$ cat config.mk
export PLATFORM = sky130hd
export DESIGN_NAME = gcd_host
export DESIGN_NICKNAME = d
export VERILOG_FILES = /design/src/rtl/gcd_host.sv
export SDC_FILE = /design/constraint.sdc
export NUM_CORES = 1
export LEC_CHECK = 0
export CAP_MARGIN = 10
export CORE_MARGIN = 2
export CORE_UTILIZATION = 49
export CTS_CLUSTER_SIZE = 10
export DETAILED_ROUTE_END_ITERATION = 10
export GPL_TIMING_DRIVEN = 1
export MAX_ROUTING_LAYER = met4
export PLACE_DENSITY = 0.8
export SETUP_SLACK_MARGIN = 0.5
export SKIP_LAST_GASP = 1
export SYNTH_ARGS = -nofsm -noshare
export SYNTH_HDL_FRONTEND = slang
export SYNTH_SLANG_ARGS = --single-unit
export TNS_END_PERCENT = 5
$ cat constraint.sdc
create_clock -name clk -period 3.7 [get_ports clk]
set_input_delay 0.74 -clock clk [delete_from_list [all_inputs] [get_ports clk]]
set_output_delay 0.74 -clock clk [all_outputs]
set_load 0.02 [all_outputs]
$ cat src/rtl/gcd_host.sv
// gcd_host: accepts operand pairs, sequences an external GCD engine
// (reset, load A, load B, wait for done) or short-circuits zero operands,
// then presents one result at a time on a valid/ready port.
//
// Ports:
//   clk, rst                      clock, asynchronous active-high reset
//   op_valid/op_ready/op_a/op_b   operand pair handshake (16-bit operands)
//   res_valid/res_ready           result handshake
//   res_gcd/res_err               result value and error flag
//   jobs_done                     saturating count of accepted results
//   eng_rst/eng_start/eng_data    drive to the GCD engine
//   eng_done/eng_result           returned by the GCD engine
module gcd_host #(
    parameter int TIMEOUT = 70000
) (
    input  logic        clk,
    input  logic        rst,
    input  logic        op_valid,
    output logic        op_ready,
    input  logic [15:0] op_a,
    input  logic [15:0] op_b,
    output logic        res_valid,
    input  logic        res_ready,
    output logic [15:0] res_gcd,
    output logic        res_err,
    output logic [15:0] jobs_done,
    output logic        eng_rst,
    output logic        eng_start,
    output logic [15:0] eng_data,
    input  logic        eng_done,
    input  logic [15:0] eng_result
);

    // Counter holds 0..TIMEOUT-1; never narrower than 17 bits.
    localparam int CW = ($clog2(TIMEOUT) > 17) ? $clog2(TIMEOUT) : 17;
    localparam logic [CW-1:0] CNT_LAST = CW'(TIMEOUT - 1);

    typedef enum logic [2:0] {
        S_IDLE,
        S_RST_ENG,
        S_LOAD_A,
        S_LOAD_B,
        S_WAIT,
        S_HOLD
    } state_t;

    state_t        state_q, state_d;
    logic [15:0]   a_q, a_d;
    logic [15:0]   b_q, b_d;
    logic [CW-1:0] cnt_q, cnt_d;
    logic [15:0]   gcd_q, gcd_d;
    logic          err_q, err_d;
    logic [15:0]   jobs_q, jobs_d;

    always_ff @(posedge clk or posedge rst) begin
        if (rst) begin
            state_q <= S_IDLE;
            a_q     <= '0;
            b_q     <= '0;
            cnt_q   <= '0;
            gcd_q   <= '0;
            err_q   <= 1'b0;
            jobs_q  <= '0;
        end else begin
            state_q <= state_d;
            a_q     <= a_d;
            b_q     <= b_d;
            cnt_q   <= cnt_d;
            gcd_q   <= gcd_d;
            err_q   <= err_d;
            jobs_q  <= jobs_d;
        end
    end

    always_comb begin
        state_d = state_q;
        a_d     = a_q;
        b_d     = b_q;
        cnt_d   = cnt_q;
        gcd_d   = gcd_q;
        err_d   = err_q;
        jobs_d  = jobs_q;

        unique case (state_q)
            S_IDLE: begin
                if (op_valid) begin
                    a_d = op_a;
                    b_d = op_b;
                    if ((op_a != 16'd0) && (op_b != 16'd0)) begin
                        state_d = S_RST_ENG;
                    end else if ((op_a == 16'd0) && (op_b == 16'd0)) begin
                        state_d = S_HOLD;
                        gcd_d   = 16'd0;
                        err_d   = 1'b1;
                    end else begin
                        // One operand is zero: the other one is the GCD.
                        state_d = S_HOLD;
                        gcd_d   = op_a | op_b;
                        err_d   = 1'b0;
                    end
                end
            end
            S_RST_ENG: state_d = S_LOAD_A;
            S_LOAD_A:  state_d = S_LOAD_B;
            S_LOAD_B: begin
                state_d = S_WAIT;
                cnt_d   = '0;
            end
            S_WAIT: begin
                cnt_d = cnt_q + 1'b1;
                // Done takes priority over a coincident timeout.
                if (eng_done) begin
                    state_d = S_HOLD;
                    gcd_d   = eng_result;
                    err_d   = 1'b0;
                end else if (cnt_q == CNT_LAST) begin
                    state_d = S_HOLD;
                    gcd_d   = 16'd0;
                    err_d   = 1'b1;
                end
            end
            S_HOLD: begin
                if (res_ready) begin
                    state_d = S_IDLE;
                    if (jobs_q != 16'hFFFF) begin
                        jobs_d = jobs_q + 16'd1;
                    end
                end
            end
            default: state_d = S_IDLE;
        endcase
    end

    always_comb begin
        op_ready  = (state_q == S_IDLE);
        res_valid = (state_q == S_HOLD);
        res_gcd   = gcd_q;
        res_err   = err_q;
        jobs_done = jobs_q;
        eng_rst   = (state_q == S_RST_ENG);
        eng_start = (state_q == S_LOAD_A);
        eng_data  = 16'd0;
        if (state_q == S_LOAD_A) begin
            eng_data = a_q;
        end else if (state_q == S_LOAD_B) begin
            eng_data = b_q;
        end
    end

endmodule

After elaboration in Yosys (flattened, before gate mapping)
Cells that the tools add are included.
{ "totals": {"reg_bits": 85, "latchBits": 0, "ram_bits": 0, "rom_bits": 0, "out_inout_bits": 53, "wordCells": 55, "memories": 0} }
{ "classes": {"add_sub_neg": 2, "multipliers": 0, "n_div": 0, "order_cmp": 0, "eq_ne": 11, "n_shift": 0, "muxes": 21, "bitwise": 1, "reduce_logical": 13} }
{ "ops": {"columns": ["cell", "n"], "rows": [
  ["16-bit 2-to-1 mux", 7],
  ["17-bit case mux with 2 select lines", 1],
  ["16-bit logical NOT", 2],
  ["16-bit case mux with 2 select lines", 1],
  ["16-bit nonzero test", 2],
  ["3-bit case mux with 6 select lines", 1],
  ["17-bit by 1-bit adder with 17-bit output (second input constant)", 1],
  ["17-bit == test (second input constant)", 1],
  ["16-bit by 1-bit adder with 16-bit output (second input constant)", 1],
  ["16-bit != test (second input constant)", 1],
  ["16-bit OR", 1],
  ["3-bit 2-to-1 mux", 5],
  ["3-bit by 2-bit == test with 1-bit output (second input constant)", 2],
  ["3-bit == test (second input constant)", 2],
  ["3-bit AND reduction", 2],
  ["1-bit 2-to-1 mux", 5],
  ["2-bit != test (second input constant)", 2],
  ["4-bit AND reduction", 1],
  ["2-bit nonzero test", 2],
  ["3-bit by 1-bit == test with 1-bit output (second input constant)", 1],
  ["3-bit logical NOT", 1],
  ["3-bit != test (second input constant)", 1],
  ["1-bit logical AND", 2],
  ["2-bit by 1-bit != test with 1-bit output (second input constant)", 1],
  ["2 further kinds", 2]
]} }

Depth between registers and ports, before layout
{ "depth": {"ltp_word": 6, "ltp_mapped": 9} }

Least setup slack after synthesis
Ideal clock, no wire load.
{ "synth_path": {"kind": "reg2out", "start": "register state_q[1]", "end": "output port eng_data[10]", "arrival_ns": 1.985, "required_ns": 2.960, "slack_ns": 0.975, "path_stages_with_launch": 5, "path_buffers": 2, "cell_sequence": "dfrtp_1 -> clkbuf_1 -> nor3b_1 -> clkbuf_1 -> a22o_1"} }
{ "synth_between": {"elab_cells_between_ends": 4} }
{ "synth_lines": {"columns": ["element", "line", "source"], "rows": [
  ["from (decl)", "47", "state_t state_q, state_d;"],
  ["from (signal assigned)", "65", "state_q <= state_d;"],
  ["3-bit by 2-bit == test with 1-bit output", null, null],
  ["net eng_start", "28", "output logic eng_start,"],
  ["16-bit 2-to-1 mux", "143", "if (state_q == S_LOAD_A) begin"],
  ["to (decl)", "29", "output logic [15:0] eng_data,"]
]} }
The timed path passes the listed nets, and every way through them passes these cells.

Final worst setup path
{ "layout_path": {"start": "register state_q[0]", "end": "output port eng_data[8]"} }
{ "layout_between": {"elab_chain_cells": 3, "elab_cells_between_ends": 4} }
{ "layout_rtl": {"columns": ["element", "line", "source"], "rows": [
  ["3-bit by 2-bit == test with 1-bit output", "145", "end else if (state_q == S_LOAD_B) begin"],
  ["16-bit 2-to-1 mux", "145", null],
  ["16-bit 2-to-1 mux (*)", "143", null]
]} }
Every way passes the cells marked *; elsewhere a longest branch is shown, timed or not.

==> metrics.log <==
INFO  metric critical_path.startpoint_type = flop
INFO  metric wire_length_reported_by_the_detailed_router = slightly above 10 mm
INFO  metric initialDrtViolationCount = 146
INFO  metric critical_path.cell_chain = nor3b_4, buf_4, a22o_1, clkdlybuf4s50_1
INFO  metric number_of_hold_violations_in_the_final_report = 0
INFO  metric synth_top_family_by_area = multiplexers
INFO  metric final_layout_size_suffix_gt1_share = around 17%
INFO  metric worst-path-buf-inv = 2
INFO  metric chipWidth = between 90 and 100 µm
INFO  metric syn-num-nets = ~420
INFO  metric cts_buf_count = 9
INFO  metric share_seq_of_total_power = about two fifths
INFO  metric fin_total_pwr = about 4000 µW
INFO  metric boundaryPins = ~110
INFO  metric clock_power_share = about a fifth
INFO  metric antennaDiodeCount = 0
INFO  metric global_route.usage.total = between 20 and 25%
INFO  metric global_route.overflow_total = 0
INFO  metric cts.repair_timing.setup_buffer_count = 0
INFO  metric detailedPlacementHpwl = approximately 7.4 mm
INFO  metric fp.coreArea = ~8200 µm²
INFO  metric synthFlopType = sky130_fd_sc_hd__dfrtp_1
INFO  metric synth-edff-count = 0
INFO  metric critPathRequiredTime = around 3.0 ns
INFO  metric compound_gate_fraction_of_synth_area = between 10% and 20%
INFO  metric root_buffer = sky130_fd_sc_hd__clkbuf_8
INFO  metric drc = 0
INFO  metric placementRows = 33
INFO  metric gp_congestion = 0.877
INFO  metric antenna_left = 0
INFO  metric clock_skew = 0.0119 ns
INFO  metric fill_cells = between 600 and 700
INFO  metric grt_antenna_before_repair = 0
INFO  metric critical_path_start_end_classification = flop to output port
INFO  metric post_synth_and_or_nand_nor_area_fraction = ~14%
INFO  metric placed_cells_incl_taps = 567
INFO  metric placement.io_buffers = about 110
INFO  metric synthXorXnorAreaFrac = 3.17%
INFO  metric critPathSlowestCell = sky130_fd_sc_hd__clkdlybuf4s50_1
INFO  metric hold_path.class = flop to flop
INFO  metric worst-endpoint-arrival = 2.33 ns
INFO  metric slew_viol_final = 0
INFO  metric clock.fmax = ~330 MHz
INFO  metric setup-violations-final = 0
INFO  metric finalNonFillerCells = a little under 600
INFO  metric synth.ff_latch_count = 85
INFO  metric timing.critical_path.fanout_max = 15
INFO  metric synth_seq_area_share = roughly half
INFO  metric tritoncts_clock_tree = built
INFO  metric final.min_clock_period = ~3.1 ns
INFO  metric start_util = 50.4%
INFO  metric wire_length_of_the_first_global_routing_pass = around 16 mm
INFO  metric maximum_level_of_the_cts_h_tree = 3
INFO  metric crit_family = buffers and inverters
INFO  metric internal_power = ~2500 µW
INFO  metric avgSynthCellArea = 11.2 µm²
INFO  metric switching_share = about a third
INFO  metric timing_worst_slew_pin_value = approximately 0.7 ns
INFO  metric outcome = finished clean
INFO  metric slowest_delay = between 0.6 and 0.7 ns
INFO  metric power.switching = ~1400 µW
INFO  metric end_kind = output port
INFO  metric die-height = roughly 96 µm
INFO  metric tritoncts_num_sinks = 85
INFO  metric cts.hold.buffers_added = 0
INFO  metric worst_skew_pair.late_latency = between 0.3 and 0.4 ns
INFO  metric cts.path.max_buffers = 2
INFO  metric synth_mux_area_share = 16.3%
INFO  metric grt_pass1_vias = 3398
INFO  metric slew-limit-headroom = between 50% and 60%
INFO  metric power_leakage = approximately 0.0023 µW
INFO  metric min_period_over_period = 83.0%
INFO  metric async_flop_share = 100%
INFO  metric setup-tns-final = 0 ns
INFO  metric cts_repair_resize_count = 0
INFO  metric synth.cell_area = slightly above 4000 µm²
INFO  metric maxCapViolCount = 0
INFO  metric path_clk_slew = 0.08 ns
INFO  metric grt_max_degree = just over 40
INFO  metric layout.core_utilization = about 67%
INFO  metric vdd_ir_drop_max = between 0.3 and 0.4 mV
INFO  metric wl_per_cell = between 15 and 20 µm
INFO  metric combinationalPowerShare = between 40% and 50%
INFO  metric netlist_instances = approximately 370
INFO  metric ys_warn_count = 0
INFO  metric area_delta_synth_final = 33.6%
INFO  metric unique_cell_type_count_in_the_yosys_netlist = between 40 and 50
INFO  metric vias = ~3300
INFO  metric nets = approximately 530
INFO  metric dieArea = between 9000 and 10000 µm²
INFO  metric via_per_inst = 5.74
INFO  metric powerDensity = between 700 and 800 nW/µm²
INFO  metric synth_fa_ha_area_share = less than 1%
INFO  metric rsz0062_at_grt = no
INFO  metric drt_pass1_iterations = 5
path summary, 6_finish.rpt:
path                            start     endpoint  slack (ns)  cells past startpoint
max                        state_q[0]  eng_data[8]        0.63                      4
min                         cnt_q[16]    cnt_q[16]        0.49                      1
max reg2reg                state_q[0]    cnt_q[15]        1.24                      6
min reg2reg                 cnt_q[16]    cnt_q[16]        0.49                      1
max in group asynchronous         rst   res_gcd[3]        2.19                      3
min in group asynchronous         rst    cnt_q[11]        0.72                      2
kinds of logic after synthesis:
family | Yosys count
AOI/OAI and AO/OA | 75
xor gates and xnor gates | 15
adders and majority gates | 2
buffers and inverters | 25
DFF | 85
muxes | 58
and+or+nand+nor | 109
cells in the mapped netlist, types with 2 or more instances:
cell	count	area, µm²
sky130_fd_sc_hd__nor4_2	2	25.0
sky130_fd_sc_hd__o21ai_0	8	40.0
sky130_fd_sc_hd__nor2_1	25	93.8
sky130_fd_sc_hd__and4b_1	2	20.0
sky130_fd_sc_hd__nor4_1	7	43.8
sky130_fd_sc_hd__ha_1	2	25.0
sky130_fd_sc_hd__mux2_4	9	135
sky130_fd_sc_hd__nand2_1	20	75.1
sky130_fd_sc_hd__nand4_1	10	62.6
sky130_fd_sc_hd__mux2_2	40	450
sky130_fd_sc_hd__and3_1	6	37.5
sky130_fd_sc_hd__o211ai_1	2	15.0
sky130_fd_sc_hd__inv_1	5	18.8
sky130_fd_sc_hd__or3_1	2	12.5
sky130_fd_sc_hd__and4_1	3	26.3
sky130_fd_sc_hd__a22o_1	17	149
sky130_fd_sc_hd__a21oi_1	35	175
sky130_fd_sc_hd__nor3_1	6	30.0
sky130_fd_sc_hd__o31ai_1	4	30.0
sky130_fd_sc_hd__buf_1	4	15.0
sky130_fd_sc_hd__xnor2_1	12	105
sky130_fd_sc_hd__a31oi_1	2	12.5
sky130_fd_sc_hd__xor2_1	3	26.3
sky130_fd_sc_hd__dfrtp_1	85	2130
sky130_fd_sc_hd__nand3_1	16	80.1
sky130_fd_sc_hd__and2_1	3	18.8
sky130_fd_sc_hd__clkbuf_1	13	48.8
sky130_fd_sc_hd__mux2i_1	9	90.1
sky130_fd_sc_hd__nor3b_1	2	15.0
power groups by stage:
stage               Sequential [µW]  Combinational [µW]  Clock [µW]
detailed placement             1510                1640           0
global placement               1490                1610           0
finish                         1500                1650         758
floorplan                      1550                 961           0
CTS                            1490                1650         768
global route                   1550                1770         805
registers in the layout, summed over array words and instances, names as in the netlist:
register / count
cnt_q: 17
a_q: 16
b_q: 16
jobs_done: 16
res_gcd: 16
state_q: 3
res_err: 1
metrics by stage:
| stage | setup slack, ns | instance area [µm²] | hold WS, ns |
|---|---|---|---|
| 5_1_grt | 0.526 | 5530 | 0.523 |
| 3_5_place_dp | 0.339 | 5290 | 0.481 |
| 4_1_cts | 0.529 | 5520 | 0.490 |
| 2_1_floorplan | 0.767 | 4140 | 0.445 |
| 6_report | 0.629 | 5530 | 0.488 |
| 3_3_place_gp | 0.379 | 5290 | 0.465 |
placed cells by master (no fill, tap or decap), types with 2 or more instances in the layout:
cell type                         instances
sky130_fd_sc_hd__clkdlybuf4s50_1        105
sky130_fd_sc_hd__dfrtp_1                 84
sky130_fd_sc_hd__mux2_2                  40
sky130_fd_sc_hd__a21oi_1                 35
sky130_fd_sc_hd__nor2_1                  25
sky130_fd_sc_hd__nand2_1                 20
sky130_fd_sc_hd__a22o_1                  17
sky130_fd_sc_hd__nand3_1                 16
sky130_fd_sc_hd__xnor2_1                 12
sky130_fd_sc_hd__clkbuf_8                11
sky130_fd_sc_hd__nand4_1                 10
sky130_fd_sc_hd__mux2_4                   9
sky130_fd_sc_hd__mux2i_1                  9
sky130_fd_sc_hd__o21ai_0                  8
sky130_fd_sc_hd__buf_4                    8
sky130_fd_sc_hd__nor4_1                   7
sky130_fd_sc_hd__nor3_1                   6
sky130_fd_sc_hd__and3_1                   6
sky130_fd_sc_hd__inv_1                    4
sky130_fd_sc_hd__o31ai_1                  4
sky130_fd_sc_hd__and2_1                   3
sky130_fd_sc_hd__and4_1                   3
sky130_fd_sc_hd__xor2_1                   3
sky130_fd_sc_hd__nor4_2                   2
sky130_fd_sc_hd__and4b_1                  2
sky130_fd_sc_hd__a31oi_1                  2
sky130_fd_sc_hd__or3_1                    2
sky130_fd_sc_hd__clkinv_2                 2
sky130_fd_sc_hd__o211ai_1                 2
sky130_fd_sc_hd__ha_1                     2
sky130_fd_sc_hd__clkinv_4                 2
sky130_fd_sc_hd__bufinv_16                2
routing by layer:
metal	vias to the layer above	track usage (%)	wire length, µm
met5	-	-	0
li1	1570	-	-
met1	1635	32.2	4620
met4	0	10.6	264
met3	24	3.76	523
met2	119	37.7	4900
layout make-up:
type / count / area (µm²) / share of cell area [%]
Multi-Input combinational cell: 259 / 1910 / 34.5
Tap cell: 105 / 131 / 2.38
Inverter: 5 / 20.0 / 0.362
Sequential cell: 85 / 2130 / 38.5
Clock buffer: 11 / 151 / 2.74
Clock inverter: 5 / 82.6 / 1.49
Timing Repair Buffer: 113 / 1110 / 20.1
Power figures use the tool's default switching activity.
